===== src/rtl/rotation_sequencer_pkg.sv =====
// Shared constants for the six-digit display rotation path.
// Latency: n/a (constants only).
// Backpressure: n/a (constants only).
package rotation_sequencer_pkg;

  // Default number of rotation positions (one per display digit).
  localparam int NUM_POS_DEF = 6;

  // Width of the character-select bus consumed by the display stage.
  localparam int CH_SEL_W = 3;

  // Code the display stage treats as blank; the sequencer never emits it.
  localparam logic [CH_SEL_W-1:0] CH_SEL_BLANK = 3'd7;

endpackage


===== src/rtl/rotation_sequencer_tick_prescaler.sv =====
// Free-running prescaler: one-cycle tick every TICK_COUNT cycles while Run is high.
// Latency: tick is combinational in the TICK_COUNT-th cycle with Run high.
// Backpressure: none; Run low holds the count at zero.
module tick_prescaler #(
  parameter int TICK_COUNT = 50000000
) (
  input  logic CLOCK_50,
  input  logic Reset,
  input  logic Run,
  output logic tick
);

  localparam int CNT_W = (TICK_COUNT > 1) ? $clog2(TICK_COUNT) : 1;
  localparam logic [CNT_W-1:0] CNT_LAST = CNT_W'(TICK_COUNT - 1);
  localparam logic [CNT_W-1:0] CNT_ONE  = CNT_W'(1);

  logic [CNT_W-1:0] count_q;
  logic [CNT_W-1:0] count_d;

  // Next count: cleared while paused, wraps after the last position.
  always_comb begin
    count_d = count_q;
    if (!Run) begin
      count_d = '0;
    end else if (count_q == CNT_LAST) begin
      count_d = '0;
    end else begin
      count_d = count_q + CNT_ONE;
    end
  end

  // Count register; reset discards any partial interval.
  always_ff @(posedge CLOCK_50) begin
    if (Reset) begin
      count_q <= '0;
    end else begin
      count_q <= count_d;
    end
  end

  // Dropping Run in the final cycle suppresses that tick.
  assign tick = Run & (count_q == CNT_LAST);

endmodule


===== src/rtl/rotation_sequencer.sv =====
// Generates the display rotation select, advanced by prescaled tick or manual step.
// Latency: tick -> Ch_Sel 1 cycle; StepN fall -> Ch_Sel on the (SYNC_STAGES+1)-th edge.
// Backpressure: none; Advance is a one-cycle pulse the display consumes unconditionally.
module rotation_sequencer
  import rotation_sequencer_pkg::*;
#(
  parameter int TICK_COUNT  = 50000000,
  parameter int NUM_POS     = NUM_POS_DEF,
  parameter int SYNC_STAGES = 2
) (
  input  logic                CLOCK_50,
  input  logic                Reset,
  input  logic                Run,
  input  logic                Dir,
  input  logic                StepN,
  output logic [CH_SEL_W-1:0] Ch_Sel,
  output logic                Advance
);

  localparam logic [CH_SEL_W-1:0] POS_LAST = CH_SEL_W'(NUM_POS - 1);
  localparam logic [CH_SEL_W-1:0] POS_ONE  = CH_SEL_W'(1);

  logic                   tick;
  logic [SYNC_STAGES-1:0] sync_q;
  logic                   hist_q;
  logic                   sync_out;
  logic                   step_req;
  logic                   adv;
  logic [CH_SEL_W-1:0]    ch_sel_q;
  logic [CH_SEL_W-1:0]    ch_sel_d;
  logic                   advance_q;

  tick_prescaler #(
    .TICK_COUNT(TICK_COUNT)
  ) u_prescaler (
    .CLOCK_50(CLOCK_50),
    .Reset   (Reset),
    .Run     (Run),
    .tick    (tick)
  );

  // Button synchronizer plus edge history; reset loads "released" so a
  // button already held at reset looks like a fresh press only once.
  always_ff @(posedge CLOCK_50) begin
    if (Reset) begin
      sync_q <= '1;
      hist_q <= 1'b1;
    end else begin
      sync_q <= {sync_q[SYNC_STAGES-2:0], StepN};
      hist_q <= sync_out;
    end
  end

  assign sync_out = sync_q[SYNC_STAGES-1];
  assign step_req = hist_q & ~sync_out;

  // Manual steps only count while paused, so tick and step never collide.
  assign adv = tick | (step_req & ~Run);

  // Wrap counter: modulo NUM_POS in either direction, Dir sampled on adv only.
  always_comb begin
    ch_sel_d = ch_sel_q;
    if (adv) begin
      if (Dir) begin
        ch_sel_d = (ch_sel_q == '0) ? POS_LAST : ch_sel_q - POS_ONE;
      end else begin
        ch_sel_d = (ch_sel_q == POS_LAST) ? '0 : ch_sel_q + POS_ONE;
      end
    end
  end

  // Registered select and its change pulse, updated together.
  always_ff @(posedge CLOCK_50) begin
    if (Reset) begin
      ch_sel_q  <= '0;
      advance_q <= 1'b0;
    end else begin
      ch_sel_q  <= ch_sel_d;
      advance_q <= adv;
    end
  end

  assign Ch_Sel  = ch_sel_q;
  assign Advance = advance_q;

endmodule


===== config.mk =====
export PLATFORM = sky130hd
export DESIGN_NAME = rotation_sequencer
export DESIGN_NICKNAME = d
export VERILOG_FILES = /design/src/rtl/rotation_sequencer_pkg.sv /design/src/rtl/rotation_sequencer_tick_prescaler.sv /design/src/rtl/rotation_sequencer.sv
export SDC_FILE = /design/constraint.sdc
export NUM_CORES = 1
export LEC_CHECK = 0
export CORE_MARGIN = 5
export CORE_UTILIZATION = 27
export DETAILED_ROUTE_END_ITERATION = 10
export PLACE_DENSITY = 0.45
export SLEW_MARGIN = 20
export SYNTH_ARGS = -nofsm -noshare
export SYNTH_HDL_FRONTEND = slang
export SYNTH_SLANG_ARGS = --single-unit

===== constraint.sdc =====
create_clock -name CLOCK_50 -period 4.7 [get_ports CLOCK_50]
set_input_delay 0.94 -clock CLOCK_50 [delete_from_list [all_inputs] [get_ports CLOCK_50]]
set_output_delay 0.94 -clock CLOCK_50 [all_outputs]
set_load 0.005 [all_outputs]

Yosys cells after proc, flatten, opt, wreduce, memory -nomap -nowiden --
Index checks and enable logic that the tools add are counted.
Cells by class: $add $sub $neg 3, eq/ne operators 2, multiplexer cells 3, bitwise operators 6, reductions and logical operators 2
Operator list (count):
- adder 26 x 1 -> 26 bit (second input constant) | 1
- equality test 26 bit (second input constant) | 1
- 2-to-1 mux 3 bit | 3
- adder 3 x 1 -> 3 bit (second input constant) | 1
- bitwise AND 1 bit | 3
- equality test 3 bit (second input constant) | 1
- logical NOT 3 bit | 1
- OR reduction 3 bit | 1
- subtractor 3 x 1 -> 3 bit (second input constant) | 1
- NOT 1 bit | 2
- OR 1 bit | 1
Storage, ports and cells: register bits 33, input port bits 5, output and inout bits 4, word-level logic and storage cells 21

Logic depth before layout (Yosys ltp) --
Gate-level depths: netlist of the first run.
depth in word-level cells 4, depth in mapped cells 6, gate-level depth less buffers 6

By module --
From an unflattened synthesis of the first run, not the netlist that was laid out.
Second synthesis, totals: cells, all modules 177, area total of the unflattened synthesis 1540.2 um^2
By module, submodules not included:
- tick_prescaler | instances 1, cells an instance 143, area each 1203.7 um^2, seq. area each 520.5 um^2
- rotation_sequencer | instances 1, cells an instance 34, area each 336.6 um^2, seq. area each 140.1 um^2

Worst setup path after synthesis of the first run --
Ideal clock, no wire load.
kind input-to-reg, from input port Run, to register ch_sel_q[2], in the netlist Ch_Sel[2], setup time 66 ps, data arrival time 1629 ps, data required time 4634 ps, slack 3005 ps, stages 4, path buffers 0, cells stage by stage nand4_1 o21a_2 a211o_1 a21oi_2
On the way: word-level cells in the longest chain between the ends 3, elaborated cells between the ends (all ways) 4, those cells by class bitwise: 4
RTL lines:
- start: declaration | line rotation_sequencer.sv:13 | input logic Run,
- NOT 1 bit (no line)
- bitwise AND 1 bit | line rotation_sequencer.sv:58 | assign adv = tick | (step_req & ~Run);
- OR 1 bit * | line rotation_sequencer.sv:58
- end signal: assignment | line rotation_sequencer.sv:78 | ch_sel_q <= ch_sel_d;
- end: declaration | line rotation_sequencer.sv:29 | logic [CH_SEL_W-1:0] ch_sel_q;
Every way passes the cells marked *; elsewhere a longest branch is shown, timed or not. A chain may end at the register's enable or synchronous reset.

Worst setup path after layout of the first run --
from register ch_sel_q[0], in the netlist Ch_Sel[0], to output port Ch_Sel[0]
RTL lines:
- end: declaration | line rotation_sequencer.sv:16 | output logic [CH_SEL_W-1:0] Ch_Sel,
No word-level cell between the ends.

==> results_dict.tcl, run 1 <==
set metrics [dict create \
    ys_warn_count 0 \
    p_sw_mw 0.112 \
    synth_nets 174 \
    crit_arrival_ns 1.30 \
    worst-path-buf-inv 1 \
    use_met3_pct 2.94 \
    synth-compound-area-share_pct 3.10 \
    die_area_mm2 0.00711 \
    leakagePower_nw 0.613 \
    pre_cts_slack_ns 2.33 \
    synth-seq-cells 33 \
    hold_buffers 0 \
    ir_drop_mv 0.0863 \
    cts-resized-gates 0 \
    yosysMostFrequentCell "nor2_1" \
    grt_overflow 0 \
    port_buffers 8 \
    met1_usage_pct 10.5 \
    worstSetupPathType "register to primary output" \
    synth_cell_type_count 29 \
    wire_per_inst_um 11.8 \
    seqPwrFrac_pct 53.1 \
    worst_clock_skew_ns 0.00668 \
    synth_commonest_cells "36 x nor2_1, 33 x dfxtp_1, 19 x xor2_1, 12 x nand3_1, 11 x nand4_1" \
    cts_max_path_buffers 2 \
    drt_iter0_markers 21 \
    p_int_mw 0.422 \
    min_path_type "register to register" \
    clockPowerShare_pct 43.7 \
    grt_first_pass_wirelength_um 5020 \
    vias_per_cell 4.57 \
    r2r-start "u_prescaler.count_q[0]$_SDFF_PP0_" \
    synth_area_leaders "dfxtp_1 44%, xor2_1 11%, nor2_1 9.1%" \
    rr_worst_depth 5 \
    hp-start "sync_q[0]$_SDFF_PP1_" \
    synthesis.area_mm2 0.00149 \
    fin_tns_setup_ns 0 \
    setup_viol 0 \
    synth.top_cell.area_share_pct 44.3 \
    yosysSeqAreaShare_pct 44.3 \
    nets 185 \
    fmax_mhz 446 \
    place.gp.congestion 0.756 \
    synth_cells 167 \
    wl_um 2960 \
    status "complete, no violations" \
    r2r_setup_slack_ns 2.52 \
    end_kind "primary output" \
    synth_simple_gate_area_share_pct 33.5 \
    powerDensity_mw_per_mm2 307 \
    fin_crit_sh_pct 47.7 \
    cpLargestDelayFamily "buffers and inverters" \
    grt_max_degree 27 \
    clock_latency_ns 0.28 \
    crit_slowest_cell "clkdlybuf4s50_1" \
    synthAdderAreaFrac_pct 1.68 \
    crit_chain "clkdlybuf4s50_1" \
    vias 1146 \
    cap_violations 0 \
    max-slew-margin-rel_pct 30.7 \
    cts_setup_buffers 0 \
    tightestPinTransition_ns 1.04 \
    htreeDepth 2 \
    min_to "sync_q[1]$_SDFF_PP1_" \
    final.setup.worst_slack_ns 2.46 \
    area_delta_synth_final_pct 16.9 \
    core_mm2 0.00544 \
    final_cells 251 \
    power_mw 0.535 \
    postRouteAntennaNets 0 \
    grt_setup_unrepaired "false" \
    antenna_found_initial 0 \
    fin_util_pct 32.1 \
    hold_violations 0 \
    die_y_um 84.3 \
    synth_xor_area_share_pct 14.1 \
    synth_top_family_by_area "simple AND/OR/NAND/NOR gates" \
    cts.sinks 33 \
    die_x_um 84.3 \
    synthArstFlopShare_pct 0 \
    ys.flop_type "dfxtp_1" \
    gr-usage-all-layers_pct 8.82 \
    avgSynthCellArea_um2 8.93 \
    clk_pin_slew_ns 0.07 \
    io_pins 9 \
    max_stage_delay_ns 0.56 \
    power_frac_comb_pct 3.1 \
    hpwl_um 2040 \
    dr.pass1.iters 4 \
    worst_setup_path_start_kind "register" \
    globalRouteMet2Util_pct 14.3 \
    synth-edff-count 0 \
    hold_depth 1 \
    p_sw_share_pct 21.0 \
    root_buffer "clkbuf_8" \
    synthMuxAreaShare_pct 1.34 \
    drc 0 \
    crit_required_ns 3.76 \
    grt_pass1_vias 1125 \
    start_util_pct 27.4 \
    drive_above_1_share_pct 9.50 \
    reg2reg_to "u_prescaler.count_q[17]$_SDFF_PP0_" \
    top_usage_layer "met2" \
    fin_crit_ns 2.24 \
    crit_fanout 9 \
    cts_buffers 5 \
    drv_slew 0 \
    num_rows 27 \
    antenna_cells 0 \
    place_inst 243 \
    synth_top_area_cell "dfxtp_1" \
    cts_tree "done" \
]
-- logic make-up (layout without fill, tap and decap cells) --
| family | Yosys count | count (layout) |
|---|---|---|
| XOR/XNOR | 24 | 24 |
| multiplexers | 2 | 2 |
| AND/OR/NAND/NOR | 93 | 93 |
| flip-flops | 33 | 33 |
| AO/OA/AOI/OAI | 6 | 6 |
| adder cells (fa/ha/maj) | 2 | 2 |
| buffers and inverters | 7 | 19 |
-- how the worst max path moves through the flow --
stage,from,cells past startpoint,to,slack (ns)
after detailed placement,Reset,4,u_prescaler.count_q[13]$_SDFF_PP0_,2.33
after global routing,u_prescaler.count_q[0]$_SDFF_PP0_,5,u_prescaler.count_q[17]$_SDFF_PP0_,2.32
after CTS,Ch_Sel[0]$_SDFFE_PP0P_,1,Ch_Sel[0],2.44
final,Ch_Sel[0]$_SDFFE_PP0P_,1,Ch_Sel[0],2.46
after global placement,Run,5,Ch_Sel[2]$_SDFFE_PP0P_,2.39
after floorplan,Run,4,Ch_Sel[2]$_SDFFE_PP0P_,3.00
-- per-stage QoR --
| stage | cell area, um^2 | hold slack [ns] |
|---|---|---|
| 4_1_cts | 1740 | 0.433 |
| 3_5_place_dp | 1640 | 0.401 |
| 2_1_floorplan | 1490 | 0.389 |
| 6_report | 1740 | 0.428 |
| 5_1_grt | 1740 | 0.444 |
| 3_3_place_gp | 1640 | 0.393 |
-- layout by cell type (no fill, tap or decap) --
| cell type | Yosys | routed |
|---|---|---|
| a211o_1 | 1 | 1 |
| a21oi_2 | 1 | 1 |
| a31oi_1 | 1 | 1 |
| and2_1 | 3 | 3 |
| and3_1 | 5 | 5 |
| and4_1 | 5 | 5 |
| and4bb_2 | 1 | 1 |
| clkbuf_8 | 0 | 7 |
| clkdlybuf4s50_1 | 0 | 8 |
| clkinv_2 | 0 | 1 |
| dfxtp_1 | 33 | 33 |
| ha_1 | 2 | 2 |
| inv_1 | 3 | 3 |
| mux2i_1 | 2 | 2 |
| nand2_1 | 10 | 10 |
| nand3_1 | 12 | 12 |
| nand4_1 | 11 | 11 |
| nand4bb_1 | 1 | 1 |
| nor2_1 | 36 | 36 |
| nor2b_1 | 1 | 1 |
| nor3_1 | 2 | 2 |
| nor4_4 | 1 | 1 |
| nor4b_1 | 1 | 1 |
| nor4b_2 | 1 | 1 |
| o21a_2 | 1 | 1 |
| o21ai_0 | 1 | 1 |
| o21ai_2 | 1 | 1 |
| or2_2 | 3 | 3 |
| xnor2_1 | 5 | 5 |
| xor2_1 | 19 | 19 |
-- flip-flops by register name, summed over array words and instances (netlist names) --
name                 count
u_prescaler.count_q     26
Ch_Sel                   3
sync_q                   2
Advance                  1
hist_q                   1
-- cell type report --
type / count / area (um^2)
Tap cell: 72 / 90.1
Fill cell: 574 / 3690
Clock inverter: 1 / 5.00
Timing Repair Buffer: 8 / 80.1
Clock buffer: 7 / 96.3
Inverter: 3 / 11.3
Sequential cell: 33 / 661
Multi-Input combinational cell: 127 / 801
-- layer usage --
layer / routed length [um] / vias up
li1: - / 593
met1: 1440 / 535
met2: 1380 / 10
met3: 86 / 8
met4: 55 / 0
met5: 0 / -
-- power groups by stage --
stage | sequential (mW) | combinational [mW] | clock (mW)
after global routing | 0.285 | 0.0189 | 0.255
final | 0.284 | 0.0168 | 0.234
after global placement | 0.290 | 0.0165 | 0
after CTS | 0.284 | 0.0170 | 0.241
after detailed placement | 0.290 | 0.0169 | 0
after floorplan | 0.290 | 0.00913 | 0
Note: power is estimated with default switching activity, not from simulation.
==> run 2, diff against run 1 <==
Clock period 4.7 ns to 2.18 ns, I/O delays scaled along.
==> run 2 against run 1 <==
Compared with the run above:
- core utilization is the same
- via count is 0.52% higher
- critical path depth grew 6
- flip-flop and latch count is the same
- clock power grew 86%
- final cell count increased by 0.40%
- non-clock buffer count rose by 1
- global-route usage increased by 0.35 points
- sequential power grew 120%
==> results_dict.tcl, run 2 (synthesis gave the netlist of run 1 again) <==
set metrics [dict create \
    status "complete, no violations" \
    power_frac_comb_pct 3.4 \
    layout_commonest_cell "nor2_1" \
    grt_setup_unrepaired "false" \
    p_sw_share_pct 22.1 \
    worst_clock_skew_ns 0.00510 \
    r2r-start "u_prescaler.count_q[0]$_SDFF_PP0_" \
    largest_register_ffs 26 \
    cts_setup_buffers 0 \
    start_util_pct 27.4 \
    clk_pin_slew_ns 0.07 \
    drc 0 \
    cts_max_path_buffers 2 \
    core_mm2 0.00544 \
    hold_buffers 0 \
    fmax_mhz 541 \
    hold_violations 0 \
    grt_pass1_vias 1177 \
    min_path_type "register to register" \
    max_stage_delay_ns 0.50 \
    vias 1152 \
    crit_slowest_cell "nor4_4" \
    hp-start "sync_q[0]$_SDFF_PP1_" \
    seqPwrFrac_pct 56.4 \
    ir_drop_mv 0.216 \
    postRouteAntennaNets 0 \
    drv_slew 0 \
    num_rows 27 \
    placed_area_mm2 0.00165 \
    place.gp.congestion 0.731 \
    final_cells 252 \
    drt_iter0_markers 54 \
    max-slew-margin-rel_pct 54.9 \
    vias_per_cell 4.57 \
    worst_setup_path_start_kind "register" \
    grt_first_pass_wirelength_um 5270 \
    pre_cts_slack_ns 0.127 \
    leakagePower_nw 0.609 \
    rr_worst_depth 7 \
    gr-usage-all-layers_pct 9.17 \
    powerDensity_mw_per_mm2 622 \
    worstSetupPathType "register to register" \
    drive_above_1_share_pct 10.0 \
    place_inst 244 \
    die_x_um 84.3 \
    fin_tns_setup_ns 0 \
    cts.sinks 33 \
    layout_common_cells "36 x nor2_1, 33 x dfxtp_1, 19 x xor2_1" \
    root_buffer "clkbuf_8" \
    crit_arrival_ns 1.99 \
    fin_crit_ns 1.85 \
    timing.hold.ws_ns 0.417 \
    min_to "sync_q[1]$_SDFF_PP1_" \
    grt_overflow 0 \
    clock_latency_ns 0.28 \
    dr.pass1.iters 4 \
    cts_tree "done" \
    p_sw_mw 0.240 \
    cts-resized-gates 0 \
    port_buffers 8 \
    cts_buffers 5 \
    antenna_cells 0 \
    final.setup.worst_slack_ns 0.333 \
    end_kind "register" \
    htreeDepth 2 \
    tightestPinTransition_ns 0.674 \
    final_cell_area_mm2 0.00174 \
    hold_depth 1 \
    antenna_found_initial 0 \
    die_area_mm2 0.00711 \
    top_register "u_prescaler.count_q" \
    wire_per_inst_um 11.7 \
    io_pins 9 \
    grt_max_degree 27 \
    cap_violations 0 \
    crit_chain "ha_1 > buf_4 > nand2_1 > nor4_4 > nand4_1 > xor2_1 > nor2_1" \
    crit_fanout 7 \
    crit_required_ns 2.32 \
    wl_um 2940 \
    die_y_um 84.3 \
    fin_crit_sh_pct 84.7 \
    setup_viol 0 \
    nets 186 \
    r2r_setup_slack_ns 0.33 \
    hpwl_um 2090 \
    clockPowerShare_pct 40.1 \
    reg2reg_to "u_prescaler.count_q[20]$_SDFF_PP0_" \
    p_int_mw 0.846 \
    area_delta_synth_final_pct 16.9 \
]
==> run 2: worst max-delay path by stage <==
| stage | slack, ns | end | cells past startpoint | startpoint |
|---|---|---|---|---|
| 6_report | 0.33 | u_prescaler.count_q[20]$_SDFF_PP0_ | 7 | u_prescaler.count_q[0]$_SDFF_PP0_ |
| 3_3_place_gp | 0.23 | u_prescaler.count_q[8]$_SDFF_PP0_ | 4 | u_prescaler.count_q[8]$_SDFF_PP0_ |
| 3_5_place_dp | 0.13 | u_prescaler.count_q[12]$_SDFF_PP0_ | 5 | u_prescaler.count_q[0]$_SDFF_PP0_ |
| 5_1_grt | 0.1 | u_prescaler.count_q[20]$_SDFF_PP0_ | 7 | u_prescaler.count_q[0]$_SDFF_PP0_ |
| 2_1_floorplan | 0.55 | Ch_Sel[2]$_SDFFE_PP0P_ | 6 | u_prescaler.count_q[0]$_SDFF_PP0_ |
| 4_1_cts | 0.10 | u_prescaler.count_q[12]$_SDFF_PP0_ | 5 | u_prescaler.count_q[0]$_SDFF_PP0_ |
==> run 2: metal layers <==
layer  share of wire, %  global-route usage, %  vias to the layer above
li1                   -                      -                      595
met5                  0                      0                        -
met3                3.7                   3.04                        6
met1                 46                   10.4                      534
met2                 49                   15.5                       17
met4                1.9                   4.24                        0
==> run 2: power groups by stage <==
stage	clock [mW]	sequential, mW	combinational [mW]
after floorplan	0	0.626	0.0197
after global placement	0	0.626	0.0361
after detailed placement	0	0.626	0.0367
after CTS	0.461	0.613	0.0372
after global routing	0.489	0.613	0.0425
final	0.435	0.613	0.0373
==> run 2: critical path: cells and delay by family, from the launching register on <==
family | cells | cell delay, ns
xor gates and xnor gates | 1 | 0.19
adders and majority gates | 1 | 0.18
buffers and inverters | 1 | 0.13
DFF | 1 | 0.39
and+or+nand+nor | 4 | 0.82
==> run 2: metrics by stage <==
step                utilization [%]  power [mW]
floorplan                         -       0.645
global placement               30.3       0.662
detailed placement             30.3       0.663
CTS                            31.9        1.11
global route                   32.1        1.14
finish                         32.1        1.09
==> run 2: area by class of cell <==
type | instances | area [um^2]
flip-flops and latches | 33 | 661
inverters | 3 | 11.3
clock inverters | 3 | 17.5
multi-input cells | 127 | 808
repair buffers | 9 | 87.6
fillers | 562 | 3690
clock buffers | 5 | 68.8
well taps | 72 | 90.1
